==> src/rtl/sysid_arbiter.sv <==
// Boot-time ID/timestamp checker plus two-master read arbiter in front of the sysid slave.
// Optional macro SYSID_ARB_CACHE_EN: serve reads from the captured boot words instead of the slave.
module sysid_arbiter #(
  parameter logic [31:0] EXPECTED_ID   = 32'd0,
  parameter logic [31:0] EXPECTED_TS   = 32'd1390855222,
  parameter int          CHECK_RETRIES = 3
) (
  input  logic        clock,
  input  logic        reset,
  input  logic        m0_address,
  input  logic        m0_read,
  output logic        m0_waitrequest,
  output logic [31:0] m0_readdata,
  output logic        m0_readdatavalid,
  input  logic        m1_address,
  input  logic        m1_read,
  output logic        m1_waitrequest,
  output logic [31:0] m1_readdata,
  output logic        m1_readdatavalid,
  output logic        sid_address,
  input  logic [31:0] sid_readdata,
  output logic        boot_done,
  output logic        id_ok,
  output logic        id_fail
);

  typedef enum logic [1:0] {BOOT_ID, BOOT_TS, CHECK, SERVE} state_t;

  localparam logic [3:0] LAST_ATTEMPT = 4'(CHECK_RETRIES - 1);

  state_t      state_reg, state_next;
  logic [31:0] id_q, ts_q;
  logic [3:0]  attempt_reg;
  logic        boot_done_reg, id_ok_reg, id_fail_reg;
  logic        capture_id, capture_ts, retry, pass, fail;
  logic        serve;
  logic [1:0]  req, addr, grant;

  assign req   = {m1_read, m0_read};
  assign addr  = {m1_address, m0_address};
  assign serve = (state_reg == SERVE);

  always_ff @(posedge clock or posedge reset) begin
    if (reset) state_reg <= BOOT_ID;
    else       state_reg <= state_next;
  end

  always_comb begin
    state_next = state_reg;
    capture_id = 1'b0;
    capture_ts = 1'b0;
    retry      = 1'b0;
    pass       = 1'b0;
    fail       = 1'b0;
    case (state_reg)
      BOOT_ID: begin
        capture_id = 1'b1;
        state_next = BOOT_TS;
      end
      BOOT_TS: begin
        capture_ts = 1'b1;
        state_next = CHECK;
      end
      CHECK: begin
        if (id_q == EXPECTED_ID && ts_q == EXPECTED_TS) begin
          pass       = 1'b1;
          state_next = SERVE;
        end else if (attempt_reg == LAST_ATTEMPT) begin
          fail       = 1'b1;
          state_next = SERVE;
        end else begin
          retry      = 1'b1;
          state_next = BOOT_ID;
        end
      end
      SERVE:   state_next = SERVE;
      default: state_next = BOOT_ID;
    endcase
  end

  // Captured words and result flags; the flags are sticky until reset.
  always_ff @(posedge clock or posedge reset) begin
    if (reset) begin
      id_q          <= '0;
      ts_q          <= '0;
      attempt_reg   <= '0;
      boot_done_reg <= 1'b0;
      id_ok_reg     <= 1'b0;
      id_fail_reg   <= 1'b0;
    end else begin
      if (capture_id)  id_q <= sid_readdata;
      if (capture_ts)  ts_q <= sid_readdata;
      if (retry)       attempt_reg <= attempt_reg + 4'd1;
      if (pass)        id_ok_reg <= 1'b1;
      if (fail)        id_fail_reg <= 1'b1;
      if (pass | fail) boot_done_reg <= 1'b1;
    end
  end

  assign boot_done = boot_done_reg;
  assign id_ok     = id_ok_reg;
  assign id_fail   = id_fail_reg;

`ifdef SYSID_ARB_CACHE_EN
  // Answers come from local copies, so both masters can be accepted together.
  assign grant = serve ? req : 2'b00;
`else
  logic last_reg;

  // On a tie the master that was not granted most recently wins.
  always_comb begin
    grant = 2'b00;
    if (serve) begin
      if (req[0] && (!req[1] || last_reg)) grant[0] = 1'b1;
      else if (req[1])                     grant[1] = 1'b1;
    end
  end

  always_ff @(posedge clock or posedge reset) begin
    if (reset)         last_reg <= 1'b1;
    else if (grant[0]) last_reg <= 1'b0;
    else if (grant[1]) last_reg <= 1'b1;
  end
`endif

  always_comb begin
    sid_address = 1'b0;
    if (state_reg == BOOT_TS) sid_address = 1'b1;
`ifndef SYSID_ARB_CACHE_EN
    else if (serve) sid_address = |(grant & addr);
`endif
  end

  assign m0_waitrequest = ~grant[0];
  assign m1_waitrequest = ~grant[1];

  genvar gi;
  generate
    for (gi = 0; gi < 2; gi++) begin : g_port
      logic [31:0] src;
      logic        pend_valid;
      logic [31:0] pend_data;
      logic        rdv;
      logic [31:0] rdata;

`ifdef SYSID_ARB_CACHE_EN
      assign src = addr[gi] ? ts_q : id_q;
`else
      assign src = sid_readdata;
`endif

      // Data sampled at the accept edge is presented one edge later.
      always_ff @(posedge clock or posedge reset) begin
        if (reset) begin
          pend_valid <= 1'b0;
          pend_data  <= '0;
          rdv        <= 1'b0;
          rdata      <= '0;
        end else begin
          pend_valid <= grant[gi];
          if (grant[gi]) pend_data <= src;
          rdv <= pend_valid;
          if (pend_valid) rdata <= pend_data;
        end
      end
    end
  endgenerate

  assign m0_readdata      = g_port[0].rdata;
  assign m0_readdatavalid = g_port[0].rdv;
  assign m1_readdata      = g_port[1].rdata;
  assign m1_readdatavalid = g_port[1].rdv;

endmodule

==> config.mk <==
export PLATFORM = sky130hd
export DESIGN_NAME = sysid_arbiter
export DESIGN_NICKNAME = d
export VERILOG_FILES = /design/src/rtl/sysid_arbiter.sv
export SDC_FILE = /design/constraint.sdc
export NUM_CORES = 1
export LEC_CHECK = 0
export CAP_MARGIN = 15
export CELL_PAD_IN_SITES_DETAIL_PLACEMENT = 1
export CELL_PAD_IN_SITES_GLOBAL_PLACEMENT = 2
export CORE_UTILIZATION = 41
export DETAILED_ROUTE_END_ITERATION = 10
export HOLD_SLACK_MARGIN = 0.06
export MAX_ROUTING_LAYER = met4
export PLACE_DENSITY_LB_ADDON = 0.3
export SYNTH_ARGS = -nofsm -noshare
export SYNTH_HDL_FRONTEND = slang
export SYNTH_SLANG_ARGS = --single-unit
==> constraint.sdc <==
create_clock -name clock -period 21 [get_ports clock]
set_input_delay 4.2 -clock clock [delete_from_list [all_inputs] [get_ports clock]]
set_output_delay 4.2 -clock clock [all_outputs]
set_load 0.01 [all_outputs]
Word level (Yosys, flattened, before mapping)
Index checks and enable logic that the tools add are counted.

word-level totals
  bits in registers = 206
  input port bits = 38
  output and inout bits = 72
  logic and storage cells = 55

operators by class
  add/sub/neg operators = 1
  eq/ne operators = 5
  mux-type cells = 21
  bitwise gates (word level) = 4
  reductions and logical operators = 8

operators with widths
  kind                    number
  $eq A32 B31 Y1 const B  1
  $logic_not A32 Y1       1
  $mux W1                 17
  $pmux W2 S4             1
  $mux W2                 3
  $add A4 B1 Y4 const B   1
  $eq A2 B2 Y1 const B    2
  $eq A4 B2 Y1 const B    1
  $and A2 B2 Y2           1
  $eq A2 B1 Y1 const B    1
  $logic_and A1 B1 Y1     2
  $logic_not A2 Y1        1
  $not A1 Y1              2
  $reduce_bool A2 Y1      1
  $reduce_or A2 Y1        1
  $logic_not A1 Y1        1
  $logic_or A1 B1 Y1      1
  $or A1 B1 Y1            1

Depth between registers and ports, before layout
  word-level depth = 9
  gate-level depth with buffers = 7
  mapped depth without buffers = 5

Worst setup path before layout
No wires, ideal clock.

  path kind = input-to-output
  start point = input m1_read
  end point = output m1_waitrequest
  data arrival time = 5062 ps
  required time = 16800 ps
  path slack = 11738 ps
  cell stages on the path = 5
  buffers on the path = 2
  cell sequence = a21boi_0 and3_1 buf_2 clkinv_1 clkbuf_1

between the ends
  word-level cells in the longest chain between the ends = 6
  elaborated cells on any way between the ends = 7
  those cells by class = 3 x mux; 1 x bitwise; 3 x reduce/logical

RTL lines
  item                 RTL line  text
  from (decl)          16        input logic m1_read,
  $logic_not A1 Y1     114       if (req[0] && (!req[1] || last_reg)) grant[0] = 1'b1;
  $logic_or A1 B1 Y1   114
  $logic_and A1 B1 Y1  114
  $mux W1 (*)          114
  $mux W2 (*)          113       if (serve) begin
  $not A1 Y1 (*)       135       assign m1_waitrequest = ~grant[1];
  to (decl)            17        output logic m1_waitrequest,

Every way passes the cells marked *; elsewhere a longest branch is shown, timed or not.

Final worst setup path
  start point = input m0_read
  end point = output m0_waitrequest

between the ends
  word-level cells in the longest chain between the ends = 4

RTL lines
  item                 RTL line  text
  from (decl)          11        input logic m0_read,
  $logic_and A1 B1 Y1  114
  $mux W1              114
  $mux W2              113
  $not A1 Y1           134       assign m0_waitrequest = ~grant[0];
  to (decl)            12        output logic m0_waitrequest,

No other way between the ends.

==> metrics.md <==
| Metric | Value |
|---|---|
| Core box area | `between 15,000 and 20,000 sq um` |
| Tot GR Track Use | `18.9%` |
| Placed Cells | `a little under 900` |
| Drt first pass iters | `4` |
| Max FO, Critical Path | `34` |
| Initial drt markers | `approximately 170` |
| Part of the power in registers | `between 40 and 50%` |
| TritonCTS clock tree | `built` |
| VDD IR max | `0.0000576 V` |
| Status | `finished clean` |
| TritonCTS Buffers | `22` |
| Layout cells sized above 1 | `a little under a third` |
| Fin cells | `between 900 and 1k` |
| Asr flop ratio synth | `100%` |
| Postcts setup bufs | `0` |
| Register-to-Register Path Depth | `4` |
| Final Cycle Share | `51.3%` |
| R2R Setup Slk | `18,530 ps` |
| Avg Vias per Cell | `roughly 5` |
| Post-route cell area | `roughly 10000 sq um` |
| PostCTS Resize Cnt | `0` |
| Post-synth top cells | `dfrtp_1, mux2_2, nand2_1` |
| Cell Rows | `50` |
| First-pass GRT wire length | `between 20 and 30 mm` |
| Setup TNS Final | `0 ps` |
| Main combinational cell family by area after synthesis | `multiplexers` |
| Power Density | `between 100 and 150 nW/um^2` |
| R2R Path End | `g_port[0].pend_data[20]` |
| Combinational Power Share | `around 17%` |
| CTS root buffer | `clkbuf_16` |
| Arrival time worst endpoint | `6570 ps` |
| Hold EP | `g_port[1].pend_data[22]` |
| EDFF count, synth | `0` |
| Adder-cell share of the synthesized area | `0.318%` |
| # setup viols final | `0` |
| Routed vias | `between 4k and 5k` |
| Hold_sp | `g_port[1].pend_data[22]` |
| Synth Area in XOR/XNOR | `less than 1%` |
| Most common cell in the netlist | `dfrtp_1` |
| Distinct cell type count of the synthesized netlist | `35` |
| Crit path largest cell delay | `830 ps` |
| IO Port Bufs | `between 100 and 150` |
| Mapped Nets | `584` |
| Post-Syn Area | `~7900 sq um` |
| Synthesis Warnings | `0` |
| Crit end category | `primary output` |
| Antenna viol nets, final | `0` |
| Slowest CP cell | `nand3_2` |
| Clock network fraction of design power | `between 30% and 40%` |
| F_max | `around 93 MHz` |
| Min Tclk post-route | `10,770 ps` |
| Final Slew Violations | `0` |
| GPL Wtd Cong | `0.761` |
| Number of flip-flops in the largest register | `between 60 and 70` |
| Hold Violations, Final | `0` |
| Yosys reg bits | `206` |
| Most used cell, CP | `clkdlybuf4s50_1` |
| Leakage | `roughly 4.3 nW` |
| Synthesized instance count | `roughly 540` |
| Floorplan die area | `between 15,000 and 20,000 sq um` |
| Syn-to-layout area delta | `26.8%` |
| Worst-margin pin slew | `about 1000 ps` |
| RSZ-0062 raised after global routing | `no` |
| Final Skew | `between 20 and 25 ps` |
| Number of diodes | `0` |
| Switching pwr | `252 uW` |
| Largest cells by area after synthesis | `dfrtp_1, mux2_2, nand2_1` |
| Initial antenna violation count | `0` |
| Post-synthesis compound-gate area fraction | `less than 1%` |
| CTS clk-pin slew, worst paths | `50 ps` |
| Slew Limit Headroom | `30.1%` |
| Synth Area in Simple Gates | `slightly above 8%` |
| Layout Nets | `about 700` |
| Bufs on Longest Clock Path | `3` |
| Maxcap violations | `0` |
| Synth top area share | `65.2%` |
| Wirelength per Cell | `between 15 and 20 um` |
| Startpoint Class | `input port` |
| CTS H-tree lvls | `1` |
| DRC Markers | `0` |
| Switching Fraction | `around a quarter` |
| Sequential area share after synthesis | `65.6%` |
| Maximum number of pins on one net before global-route repair | `roughly 150` |
| Aggregate global routing overflow | `0` |
| Cell taking the most area after synthesis | `dfrtp_1` |
| Num Clock Sinks | `just over 200` |
| Hpwl dp | `~11 mm` |
| Area after DPL | `approximately 9200 sq um` |
| R2R Path Start | `last_reg` |
| Internal power | `approximately 810 uW` |
| Synthesized area per cell | `about 14 sq um` |
| Post-Route WL | `~17 mm` |
| Clock Latency Late Sink | `around 500 ps` |
| I/O pins | `110` |
| Vias in the first global route | `5,231` |
| Proportion of synthesized area in mux cells | `roughly 23%` |
| Cts hold-fix bufs | `0` |
| Die Ht | `140 um` |
| Hold Path Cell Cnt | `2` |
| CP required | `~17,000 ps` |
| HP Class | `reg2reg` |
| Register with the most flip-flops | `g_port.pend_data` |
| Die W | `around 140 um` |
| CP Cell Sequence | `clkdlybuf4s50_1, a21boi_0, nand3_2, clkdlybuf4s50_1` |
| Main flop type after synthesis | `dfrtp_1` |
| Crit path kind | `in2out` |
| Initial core utilization | `between 40% and 50%` |
-- critical path, delay by kind of cell --
kind            cells  cell delay [ps]
buf+inv             2             1220
compound gates      1              320
simple gates        1              830
-- power by group through the flow --
| stage | registers [mW] | logic, mW | clock network [mW] |
|---|---|---|---|
| CTS | 0.491 | 0.179 | 0.412 |
| global placement | 0.494 | 0.173 | 0 |
| floorplan | 0.503 | 0.0706 | 0 |
| global route | 0.499 | 0.191 | 0.427 |
| detailed placement | 0.498 | 0.178 | 0 |
| finish | 0.490 | 0.176 | 0.402 |
-- cells in the final DEF (no fill, tap or decap), drive strengths merged, types with 3 or more instances in the layout --
cell type        n
a21boi           3
buf              7
bufinv           3
clkbuf          33
clkdlybuf4s50  109
dfrtp          205
inv              6
mux2           160
nand2           98
nand2b           3
nand4            5
nor4             9
nor4b            3
nor4bb           3
-- layer usage --
metal | track usage, % | wire length, um | vias up
met1 | 25.5 | 7840 | 2412
met3 | 2.87 | 546 | 30
met2 | 30.2 | 8050 | 93
li1 | - | - | 2098
met5 | - | 0 | -
met4 | 4.52 | 331 | 0
-- logic make-up after synthesis --
group                    count (synthesis)
AO/OA/AOI/OAI                            9
XOR/XNOR                                 3
adder cells (fa/ha/maj)                  2
buffers and inverters                   31
flip-flops                             206
multiplexers                           161
AND/OR/NAND/NOR                        132
-- through the flow --
step	hold slack, ps	total power, mW	setup slack [ps]	util [%]
6_report	468	1.07	10230	53.1
5_1_grt	491	1.12	10070	53.1
4_1_cts	478	1.08	10210	53.1
3_5_place_dp	460	0.676	10220	49.1
3_3_place_gp	452	0.667	10320	49.1
2_1_floorplan	352	0.573	11180	-
-- worst max-delay path by stage --
| stage | start | to | slack, ps | depth (start not counted) |
|---|---|---|---|---|
| 2_1_floorplan | reset | attempt_reg[0] | 11180 | 1 |
| 3_3_place_gp | m0_read | m0_waitrequest | 10320 | 4 |
| 3_5_place_dp | m0_read | m0_waitrequest | 10220 | 4 |
| 4_1_cts | m0_read | m0_waitrequest | 10210 | 4 |
| 5_1_grt | m0_read | m0_waitrequest | 10070 | 4 |
| 6_report | m0_read | m0_waitrequest | 10230 | 4 |
-- cell type report --
| type | instances | area [sq um] |
|---|---|---|
| inverter | 6 | 30.0 |
| clock inverter | 6 | 111 |
| multi-input combinational | 307 | 2580 |
| timing repair buffer | 116 | 1140 |
| tap | 234 | 293 |
| fill | 1826 | 8800 |
| sequential | 206 | 5160 |
| clock buffer | 33 | 653 |
Note: power is estimated with default switching activity, not from simulation.
